<file path="src/rtl/wb_port_arbiter.sv">
`default_nettype none
// +----------------------------------------------------------------------------+
// | Module   : wb_port_arbiter                                                 |
// | Desc     : Round-robin arbiter sharing the register-file write port among  |
// |            NUM_REQ writeback sources; registered write stage, saturating   |
// |            commit counter. Define WB_BYPASS_EN for read forwarding ports.  |
// | Revision : 1.0                                                             |
// +----------------------------------------------------------------------------+
module wb_port_arbiter #(
    parameter int NUM_REQ = 4,
    parameter int DATA_W  = 64,
    parameter int REG_AW  = 5,
    parameter int CNT_W   = 32
) (
    input  logic                      clk,
    input  logic                      reset,
    input  logic [NUM_REQ-1:0]        req_valid,
    input  logic [NUM_REQ*REG_AW-1:0] req_reg,
    input  logic [NUM_REQ*DATA_W-1:0] req_data,
    output logic [NUM_REQ-1:0]        req_ready,
    output logic                      regWrite,
    output logic [REG_AW-1:0]         write_reg,
    output logic [DATA_W-1:0]         write_data,
    output logic [CNT_W-1:0]          wb_count
`ifdef WB_BYPASS_EN
    ,
    input  logic [REG_AW-1:0]         read_reg1,
    input  logic [REG_AW-1:0]         read_reg2,
    input  logic [DATA_W-1:0]         rf_data1,
    input  logic [DATA_W-1:0]         rf_data2,
    output logic [DATA_W-1:0]         fwd_data1,
    output logic [DATA_W-1:0]         fwd_data2
`endif
);

    localparam int                 c_ptr_w    = $clog2(NUM_REQ);
    localparam logic [c_ptr_w-1:0] c_ptr_last = c_ptr_w'(NUM_REQ - 1);
    localparam logic [c_ptr_w-1:0] c_ptr_one  = c_ptr_w'(1);
    localparam logic [CNT_W-1:0]   c_cnt_max  = '1;
    localparam logic [CNT_W-1:0]   c_cnt_one  = CNT_W'(1);

    logic [c_ptr_w-1:0] r_rr_ptr;
    logic               r_we;
    logic [REG_AW-1:0]  r_reg;
    logic [DATA_W-1:0]  r_data;
    logic [CNT_W-1:0]   r_cnt;

    logic [NUM_REQ-1:0] w_upper_mask;
    logic [NUM_REQ-1:0] w_upper_req;
    logic [NUM_REQ-1:0] w_scan_req;
    logic [NUM_REQ-1:0] w_grant;
    logic               w_xfer;
    logic [c_ptr_w-1:0] w_grant_idx;
    logic [c_ptr_w-1:0] w_ptr_next;
    logic [REG_AW-1:0]  w_sel_reg;
    logic [DATA_W-1:0]  w_sel_data;

    genvar gi;
    generate
        for (gi = 0; gi < NUM_REQ; gi++) begin : g_upper_mask
            assign w_upper_mask[gi] = (c_ptr_w'(gi) >= r_rr_ptr);
        end
    endgenerate

    // Requests at or above the pointer win first; otherwise wrap to the lowest
    // valid index. x & -x isolates the lowest set bit of the chosen set.
    assign w_upper_req = req_valid & w_upper_mask;
    assign w_scan_req  = (|w_upper_req) ? w_upper_req : req_valid;
    assign w_grant     = reset ? '0 : (w_scan_req & (~w_scan_req + NUM_REQ'(1)));
    assign w_xfer      = |w_grant;
    assign req_ready   = w_grant;

    always_comb begin
        w_grant_idx = '0;
        w_sel_reg   = '0;
        w_sel_data  = '0;
        for (int i = 0; i < NUM_REQ; i++) begin
            if (w_grant[i]) begin
                w_grant_idx = c_ptr_w'(i);
                w_sel_reg   = req_reg[i*REG_AW +: REG_AW];
                w_sel_data  = req_data[i*DATA_W +: DATA_W];
            end
        end
    end

    assign w_ptr_next = (w_grant_idx == c_ptr_last) ? '0 : (w_grant_idx + c_ptr_one);

    always_ff @(posedge clk or posedge reset) begin
        if (reset) begin
            r_rr_ptr <= '0;
            r_we     <= 1'b0;
            r_reg    <= '0;
            r_data   <= '0;
            r_cnt    <= '0;
        end else begin
            // r0 writes complete the handshake but never reach the register file
            r_we <= w_xfer && (w_sel_reg != '0);
            if (w_xfer) begin
                r_rr_ptr <= w_ptr_next;
                r_reg    <= w_sel_reg;
                r_data   <= w_sel_data;
                if ((w_sel_reg != '0) && (r_cnt != c_cnt_max)) begin
                    r_cnt <= r_cnt + c_cnt_one;
                end
            end
        end
    end

    assign regWrite   = r_we;
    assign write_reg  = r_reg;
    assign write_data = r_data;
    assign wb_count   = r_cnt;

`ifdef WB_BYPASS_EN
    // The register file shows this write only after the next edge; forward it now.
    assign fwd_data1 = (r_we && (r_reg == read_reg1) && (read_reg1 != '0)) ? r_data : rf_data1;
    assign fwd_data2 = (r_we && (r_reg == read_reg2) && (read_reg2 != '0)) ? r_data : rf_data2;
`endif

endmodule
`default_nettype wire

</file>
<file path="config.mk">
export PLATFORM = sky130hd
export DESIGN_NAME = wb_port_arbiter
export DESIGN_NICKNAME = d
export VERILOG_FILES = /design/src/rtl/wb_port_arbiter.sv
export SDC_FILE = /design/constraint.sdc
export NUM_CORES = 1
export LEC_CHECK = 0
export CORE_AREA = 2 2 152 154
export DETAILED_ROUTE_END_ITERATION = 16
export DIE_AREA = 0 0 154 156
export PLACE_DENSITY = 0.74
export SLEW_MARGIN = 20
export SYNTH_ARGS = -nofsm -noshare
export SYNTH_HDL_FRONTEND = slang
export SYNTH_SLANG_ARGS = --single-unit
</file>
<file path="constraint.sdc">
create_clock -name clk -period 6.76 [get_ports clk]
set_input_delay 1.352 -clock clk [delete_from_list [all_inputs] [get_ports clk]]
set_output_delay 1.352 -clock clk [all_outputs]
set_load 0.01 [all_outputs]
</file>
# Word level (Yosys, flattened, before mapping)
# Cells that the tools add are included.
[word_totals] latch_bits=0 regBits=104 ramBits=0 output_inout_bits=106 mem_count=0 word_cells=37 rom_bits=0 in_bits=282
[classes] addsub=3 n_bitwise=3 shift=0 n_div=0 reduce_logical=6 magnitude_cmp=4 mul=0 eq_ne=2 mux=14
[ops] op="$mux 64" n=4
[ops] op="$add 32x1->32 const B" n=1
[ops] op="$ne 32x32->1 const B" n=1
[ops] op="$mux 5" n=4
[ops] op="$and 4x4->4" n=2
[ops] op="$mux 4" n=2
[ops] op="$reduce_or 4->1" n=2
[ops] op="$mux 2" n=3
[ops] op="$reduce_bool 5->1" n=1
[ops] op="$add 4x1->4 const B" n=1
[ops] op="$ge 1x2->1 const A" n=2
[ops] op="$ge 2x2->1 const A" n=2
[ops] op="$not 4->4" n=1
[ops] op="$add 2x1->2 const B" n=1
[ops] op="$eq 2x2->1 const B" n=1
[ops] op="$logic_and 1x1->1" n=2
[ops] op="$reduce_and 2->1" n=1
[ops] op="$mux 1" n=1

# Longest topological paths before layout
# Gate-level depths: netlist of the first run.
[logic_depth] ltp_word=15 mapped_depth=10 ltp_nobuf=8

# Worst setup path after synthesis of the first run
# No wires, ideal clock.
[synth_path] path_type="input to output" from="in reset" to="out req_ready[2]" cell_stages=4 arrival_ps=5218 n_path_buf=2 t_required_ps=5408 setup_slack_ps=190 cell_sequence="clkbuf_1 > clkinv_1 > and4_1 > clkbuf_1"
[synth_via] elab_chain_len=1
[synth_lines] item="start: declaration" line="16" text="input logic reset,"
[synth_lines] item="$mux 4" line="69" text="assign w_grant = reset ? '0 : (w_scan_req & (~w_scan_req + NUM_REQ'(1)));"
[synth_lines] item="end: declaration" line="20" text="output logic [NUM_REQ-1:0] req_ready,"
# Every way passes these cells.

# Worst setup path after layout of the first run
[layout_path] from="in req_valid[2]" to="out req_ready[2]"
[layout_via] elab_chain_len=7
[layout_lines] item="start: declaration" line="17" text="input logic [NUM_REQ-1:0] req_valid,"
[layout_lines] item="$and 4x4->4" line="67" text="assign w_upper_req = req_valid & w_upper_mask;"
[layout_lines] item="$reduce_or 4->1" line="68" text="assign w_scan_req = (|w_upper_req) ? w_upper_req : req_valid;"
[layout_lines] item="$mux 4 *" line="68"
[layout_lines] item="$not 4->4" line="69"
[layout_lines] item="$add 4x1->4" line="69"
[layout_lines] item="$and 4x4->4 *" line="69"
[layout_lines] item="$mux 4 *" line="69"
# Every way passes the cells marked *; elsewhere a longest branch is shown, timed or not.

==> results of run 1 <==
==> cell families after synthesis <==
| family | synth area share |
|---|---|
| adder cells (fa/ha/maj) | 0.00225 |
| multiplexers | 0.00584 |
| XOR/XNOR | 0.0488 |
| AND/OR/NAND/NOR | 0.166 |
| AO/OA/AOI/OAI | 0.265 |
| flip-flops | 0.468 |
| buffers and inverters | 0.0443 |
==> layout by cell type, fill, tap and decap left out, drive strengths merged, types with 3 or more instances in the layout <==
| cell type | n |
|---|---|
| a221o | 3 |
| and4 | 3 |
| dfrtp | 104 |
| a22oi | 66 |
| nand2b | 3 |
| clkbuf | 9 |
| clkinv | 3 |
| nor2b | 5 |
| buf | 7 |
| and2 | 4 |
| nor3 | 6 |
| inv | 15 |
| o21ai | 11 |
| nand3 | 24 |
| nor2 | 20 |
| nand2 | 83 |
| nand4 | 13 |
| and3 | 8 |
| a21oi | 10 |
| a22o | 3 |
| clkdlybuf4s50 | 387 |
| xnor2 | 31 |
| a222oi | 64 |
==> where the power goes <==
part,total (mW),internal [mW],switching [mW]
logic,1.12,0.609,0.512
registers,0.915,0.791,0.124
clock network,0.560,0.296,0.264
total,2.60,1.70,0.900
==> per-layer routing <==
metal,routed length (um),GRT usage,vias to the layer above
met3,2270,0.0658,36
met5,0,0,-
met2,12700,0.353,329
met4,707,0.0672,0
met1,9820,0.237,3059
li1,-,-,2881
==> final timing paths <==
| path | start | endpoint | slack (ns) | cells after the start |
|---|---|---|---|---|
| setup reg to reg | r_rr_ptr[1] | wb_count[1] | 3.40 | 10 |
| setup / recovery | req_valid[2] | req_ready[2] | 1.74 | 5 |
| hold reg to reg | write_reg[4] | write_reg[4] | 0.49 | 2 |
| min in group asynchronous | reset | r_rr_ptr[0] | 1.82 | 2 |
| hold / removal | write_reg[4] | write_reg[4] | 0.49 | 2 |
| max in group asynchronous | reset | write_data[40] | 3.72 | 3 |
==> stage by stage <==
step / setup slack, ns / power, mW / instances
final: 1.74 / 2.60 / 1200
after global routing: 1.64 / 2.74 / 1200
after CTS: 1.77 / 2.63 / 1199
after detailed placement: 1.77 / 2.05 / 1183
after global placement: 1.78 / 2.04 / 1183
after floorplan: 0.190 / 1.37 / 549
==> layout make-up <==
class,count,share of cell area
timing repair buffer,394,0.392
multi-input combinational,387,0.275
sequential,104,0.260
clock inverter,7,0.00913
tap,285,0.0356
inverter,13,0.00513
antenna,1,0.000250
clock buffer,9,0.0225
==> worst register-to-register path, delay by kind of cell (launching register included) <==
family,cells,cell delay (ns)
buffers and inverters,3,1.17
AO/OA/AOI/OAI,3,0.68
AND/OR/NAND/NOR,3,0.49
flip-flops,1,0.59
multiplexers,1,0.33
==> impl_metrics.csv, run 1 <==
group,metric,value,unit
outcome,status,"complete, no violations",
clocking,path_clk_slew,0.08,ns
synthesis,synth_area,5570,um2
die,die_w,154,um
synthesis,yosys_warnings,0,
setup_path,worst_path_max_delay_cell,"clkdlybuf4s50_1",
synthesis,yosys.area.top_type,"dfrtp_1",
setup_path,start_kind,"input pin",
synthesis,ys_seq_elements,104,
placement,placed_cell_area,9690,um2
setup_path,cp_data_required_time,5.41,ns
synthesis,syn_nets,832,
sta,skew,0.00882,ns
sta,fin_crit_sh,0.743,
clocking,post_cts_buffers,0,
synthesis,synth-seq-area-share,0.468,
cells_and_area,nets,1192,
die,io-pin-count,388,
power_and_ir_drop,power_density,259,nW/um2
setup_path,end_kind,"primary output",
clocking,cts_root_buffer,"clkbuf_16",
synthesis,synth_common_cells,"104 x dfrtp_1, 82 x nand2_1, 65 x a22oi_1, 64 x a222oi_1, 31 x xnor2_1",
setup_path,path_cells,"clkdlybuf4s50_1, o2bb2ai_1, a22oi_2, and4_2, clkdlybuf4s50_1",
synthesis,netlist_instances,549,
global_routing,grt_pass1_vias,6358,
sta,setup_tns,0,ns
setup_path,cpMostUsedCell,"clkdlybuf4s50_1",
cells_and_area,largest_register_ffs,64,
setup_path,path_buf_inv,2,
global_routing,grt_usage,0.203,
sta,worstMarginPinSlew,0.848,ns
cells_and_area,drive_above_1_share,0.0613,
sta,hold_slack,0.488,ns
setup_path,critical_path_peak_fanout,16,
synthesis,synthArstFlopShare,1.00,
die,rows,55,
cells_and_area,final_area,10000,um2
route,dr.first_iter.drc_count,739,
sta,fmax,0.199,GHz
synthesis,netlist_top_cells_area,"dfrtp_1 47%, a222oi_1 12%, a22oi_1 8.8%, nand2_1 5.5%, xnor2_1 4.9%",
cells_and_area,utilization,0.447,
synthesis,post-synth-top-count-cell,"dfrtp_1",
global_routing,antenna_found_initial,1,
sta,hold_viol_final,0,
sta,setup_viol,0,
route,ant_nets,0,
cells_and_area,seqCellArea,2600,um2
clocking,postCtsHoldBufs,0,
route,drt_first_pass_iters,10,
power_and_ir_drop,max-vdd-ir-drop,0.000155,V
synthesis,synthFlopType,"dfrtp_1",
power_and_ir_drop,p_leak,4.01,nW
route,wirelength,25500,um
clocking,cts_resized,0,
placement,dp_hpwl,18500,um
cells_and_area,fillers,2103,
die,start_util,0.249,
synthesis,syn_area_per_cell,10.1,um2
synthesis,synth_edf_count,0,
setup_path,critPathArrivalTime,3.67,ns
setup_path,critPathTopFamily,"buffers and inverters",
setup_path,critPathKind,"input pin to primary output",
route,post_drt_wl_per_cell,21.3,um
sta,max_slew_margin,0.435,
clocking,clkSinkCount,104,
synthesis,synth_cell_types,63,
min_path,min_path_type,"flop to flop",
clocking,cts-buffers-inserted,9,
sta,maxSlewViolCount,0,
clocking,tritoncts,"done",
route,vias,6305,
placement,routabilityCongestion,0.903,
route,drc,0,
route,viasPerCell,5.25,
clocking,insertion_delay,0.35,ns
global_routing,globalRouteOverflowTotal,0,
sta,min_period,5.02,ns
die,core_area,22400,um2
synthesis,synth_top_area_share,0.468,
global_routing,grt_pass1_wl,37600,um
global_routing,grt_max_degree,71,
cells_and_area,areaGrowthSynthToFinish,79.8,%
die,die_area,24000,um2
setup_path,slowest_delay,0.84,ns
clocking,htreeDepth,3,
placement,io_buffers,387,
die,die_h,156,um
sta,rsz0062_at_grt,"false",
cells_and_area,multi_input_area,2750,um2
job,maxCapViolCount,0,
clocking,clockBufferDepth,2,
Power figures use the tool's default switching activity.
==> run 2, diff against run 1 <==
==> constraint.sdc (replaced) <==
create_clock -name clk -period 4.26 [get_ports clk]
set_input_delay 0.852 -clock clk [delete_from_list [all_inputs] [get_ports clk]]
set_output_delay 0.852 -clock clk [all_outputs]
set_load 0.01 [all_outputs]
==> run 2 against run 1 <==
Against the previous run: register-to-register slack worse by 2.0 ns; cell area is 0.44% higher; sequential cell count stayed put; critical path type unchanged; largest power group unchanged; power is 57% higher; sequential share of layout area is 0.11 points lower; core utilization is 0.20 points higher; setup slack worse by 1.3 ns; hold slack better by 0.0086 ns; cell count is 0.50% higher; via count is 1.9% higher; routed wire length is 0.22% higher; first-iteration DRC count is 3.9% lower; highest routed layer unchanged.
==> impl_metrics.csv, run 2 (synthesized netlist as in run 1, its figures left out) <==
group,metric,value,unit
power_and_ir_drop,max-vdd-ir-drop,0.000259,V
cells_and_area,seqCellArea,2600,um2
placement,dp_hpwl,19100,um
placement,placed_cell_area,9750,um2
route,viasPerCell,5.33,
power_and_ir_drop,swShare,0.340,
sta,worstMarginPinSlew,0.832,ns
setup_path,reg2reg_from,"r_rr_ptr[1]",
power_and_ir_drop,p_comb_frac,0.437,
die,core_area,22400,um2
placement,io_buffers,387,
sta,hold_viol_final,0,
route,vias,6425,
sta,fmax,0.261,GHz
route,ant_nets,0,
clocking,tritoncts,"done",
min_path,hp-start,"write_reg[1]",
setup_path,rr_worst_depth,9,
cells_and_area,fillers,2115,
cells_and_area,multi_input_area,2750,um2
global_routing,antenna_found_initial,2,
global_routing,globalRouteOverflowTotal,0,
cells_and_area,mostFrequentLayoutCell,"clkdlybuf4s50_1",
power_and_ir_drop,p_seq_frac,0.356,
sta,rsz0062_at_grt,"false",
cells_and_area,nets,1199,
route,wirelength,25600,um
outcome,status,"complete, no violations",
die,die_w,154,um
cells_and_area,largest_register_ffs,64,
setup_path,critPathKind,"input pin to primary output",
route,dr.first_iter.drc_count,710,
clocking,cts-buffers-inserted,9,
die,io-pin-count,388,
die,start_util,0.249,
power_and_ir_drop,power_density,407,nW/um2
clocking,insertion_delay,0.35,ns
clocking,htreeDepth,3,
cells_and_area,final_area,10100,um2
die,die_area,24000,um2
clocking,postCtsHoldBufs,0,
placement,routabilityCongestion,0.881,
global_routing,grt_pass1_vias,6245,
die,rows,55,
power_and_ir_drop,p_leak,4.03,nW
sta,max_slew_margin,0.445,
placement,place_inst,1190,
clocking,clockBufferDepth,2,
setup_path,critPathArrivalTime,2.97,ns
global_routing,grt_pass1_wl,37500,um
global_routing,grt_usage,0.203,
route,drt_first_pass_iters,9,
clocking,path_clk_slew,0.07,ns
sta,setup_viol,0,
min_path,holdPathStages,2,
setup_path,r2r_slack,1.44,ns
setup_path,cp_data_required_time,3.41,ns
setup_path,critical_path_peak_fanout,8,
sta,setup_tns,0,ns
cells_and_area,drive_above_1_share,0.0664,
cells_and_area,areaGrowthSynthToFinish,80.6,%
power_and_ir_drop,netSwitchingPower,1.39,mW
setup_path,start_kind,"input pin",
clocking,cts_resized,0,
global_routing,grt_max_degree,66,
route,drc,0,
sta,fin_crit_sh,0.898,
route,post_drt_wl_per_cell,21.2,um
sta,skew,0.0111,ns
cells_and_area,stdcell_count,1206,
clocking,cts_root_buffer,"clkbuf_16",
die,die_h,156,um
clocking,post_cts_buffers,0,
setup_path,end_kind,"primary output",
sta,min_period,3.83,ns
min_path,hold_path_end,"write_reg[1]",
job,maxCapViolCount,0,
min_path,min_path_type,"flop to flop",
setup_path,reg2reg_to,"wb_count[11]",
power_and_ir_drop,p_int,2.70,mW
clocking,clkSinkCount,104,
cells_and_area,mostFrequentLayoutCells,"387 x clkdlybuf4s50_1, 104 x dfrtp_1, 82 x nand2_1, 65 x a22oi_1, 64 x a222oi_1",
sta,maxSlewViolCount,0,
power_and_ir_drop,p_clk_frac,0.207,
[run 2: critical path, stage by stage]
cell and delay [ns]:
clkdlybuf4s50_1 0.56, nor2b_1 0.25, a22oi_2 0.40, and4_2 0.35, clkdlybuf4s50_1 0.56
[run 2: final cells by class]
| class | instances | area share |
|---|---|---|
| sequential | 104 | 0.259 |
| multi-input combinational | 387 | 0.274 |
| antenna | 2 | 0.000498 |
| clock inverter | 4 | 0.00535 |
| clock buffer | 10 | 0.0238 |
| tap | 285 | 0.0355 |
| timing repair buffer | 401 | 0.397 |
| inverter | 13 | 0.00510 |
[run 2: worst max-delay path by stage]
| stage | from | endpoint | slack (ns) |
|---|---|---|---|
| after floorplan | reset | req_ready[2] | 0.24 |
| after global placement | req_valid[2] | req_ready[2] | 0.49 |
| after detailed placement | req_valid[2] | wb_count[10] | 0.45 |
| after CTS | req_valid[0] | req_ready[2] | 0.46 |
| after global routing | req_valid[2] | req_ready[2] | 0.40 |
| final | req_valid[0] | req_ready[2] | 0.43 |
[run 2: per-stage QoR]
| stage | util | hold slack (ns) | worst slack [ns] | total power [mW] |
|---|---|---|---|---|
| 2_1_floorplan | - | 0.514 | 0.240 | 2.17 |
| 3_3_place_gp | 0.436 | 0.472 | 0.490 | 3.25 |
| 3_5_place_dp | 0.436 | 0.482 | 0.450 | 3.27 |
| 4_1_cts | 0.449 | 0.503 | 0.464 | 4.15 |
| 5_1_grt | 0.449 | 0.522 | 0.397 | 4.32 |
| 6_report | 0.449 | 0.497 | 0.435 | 4.09 |
[run 2: metal layers]
metal	vias up	wire length (um)	GRT usage
met1	3154	9950	0.247
met3	25	2330	0.0556
met4	0	429	0.0521
li1	2905	-	-
met5	-	0	0
met2	341	12900	0.353
[run 2: power by group through the flow]
stage               Sequential, mW  Combinational, mW  Clock [mW]
floorplan                     1.55              0.619           0
global placement              1.46               1.79           0
detailed placement            1.47               1.80           0
CTS                           1.46               1.81       0.887
global route                  1.49               1.91       0.921
finish                        1.45               1.79       0.844
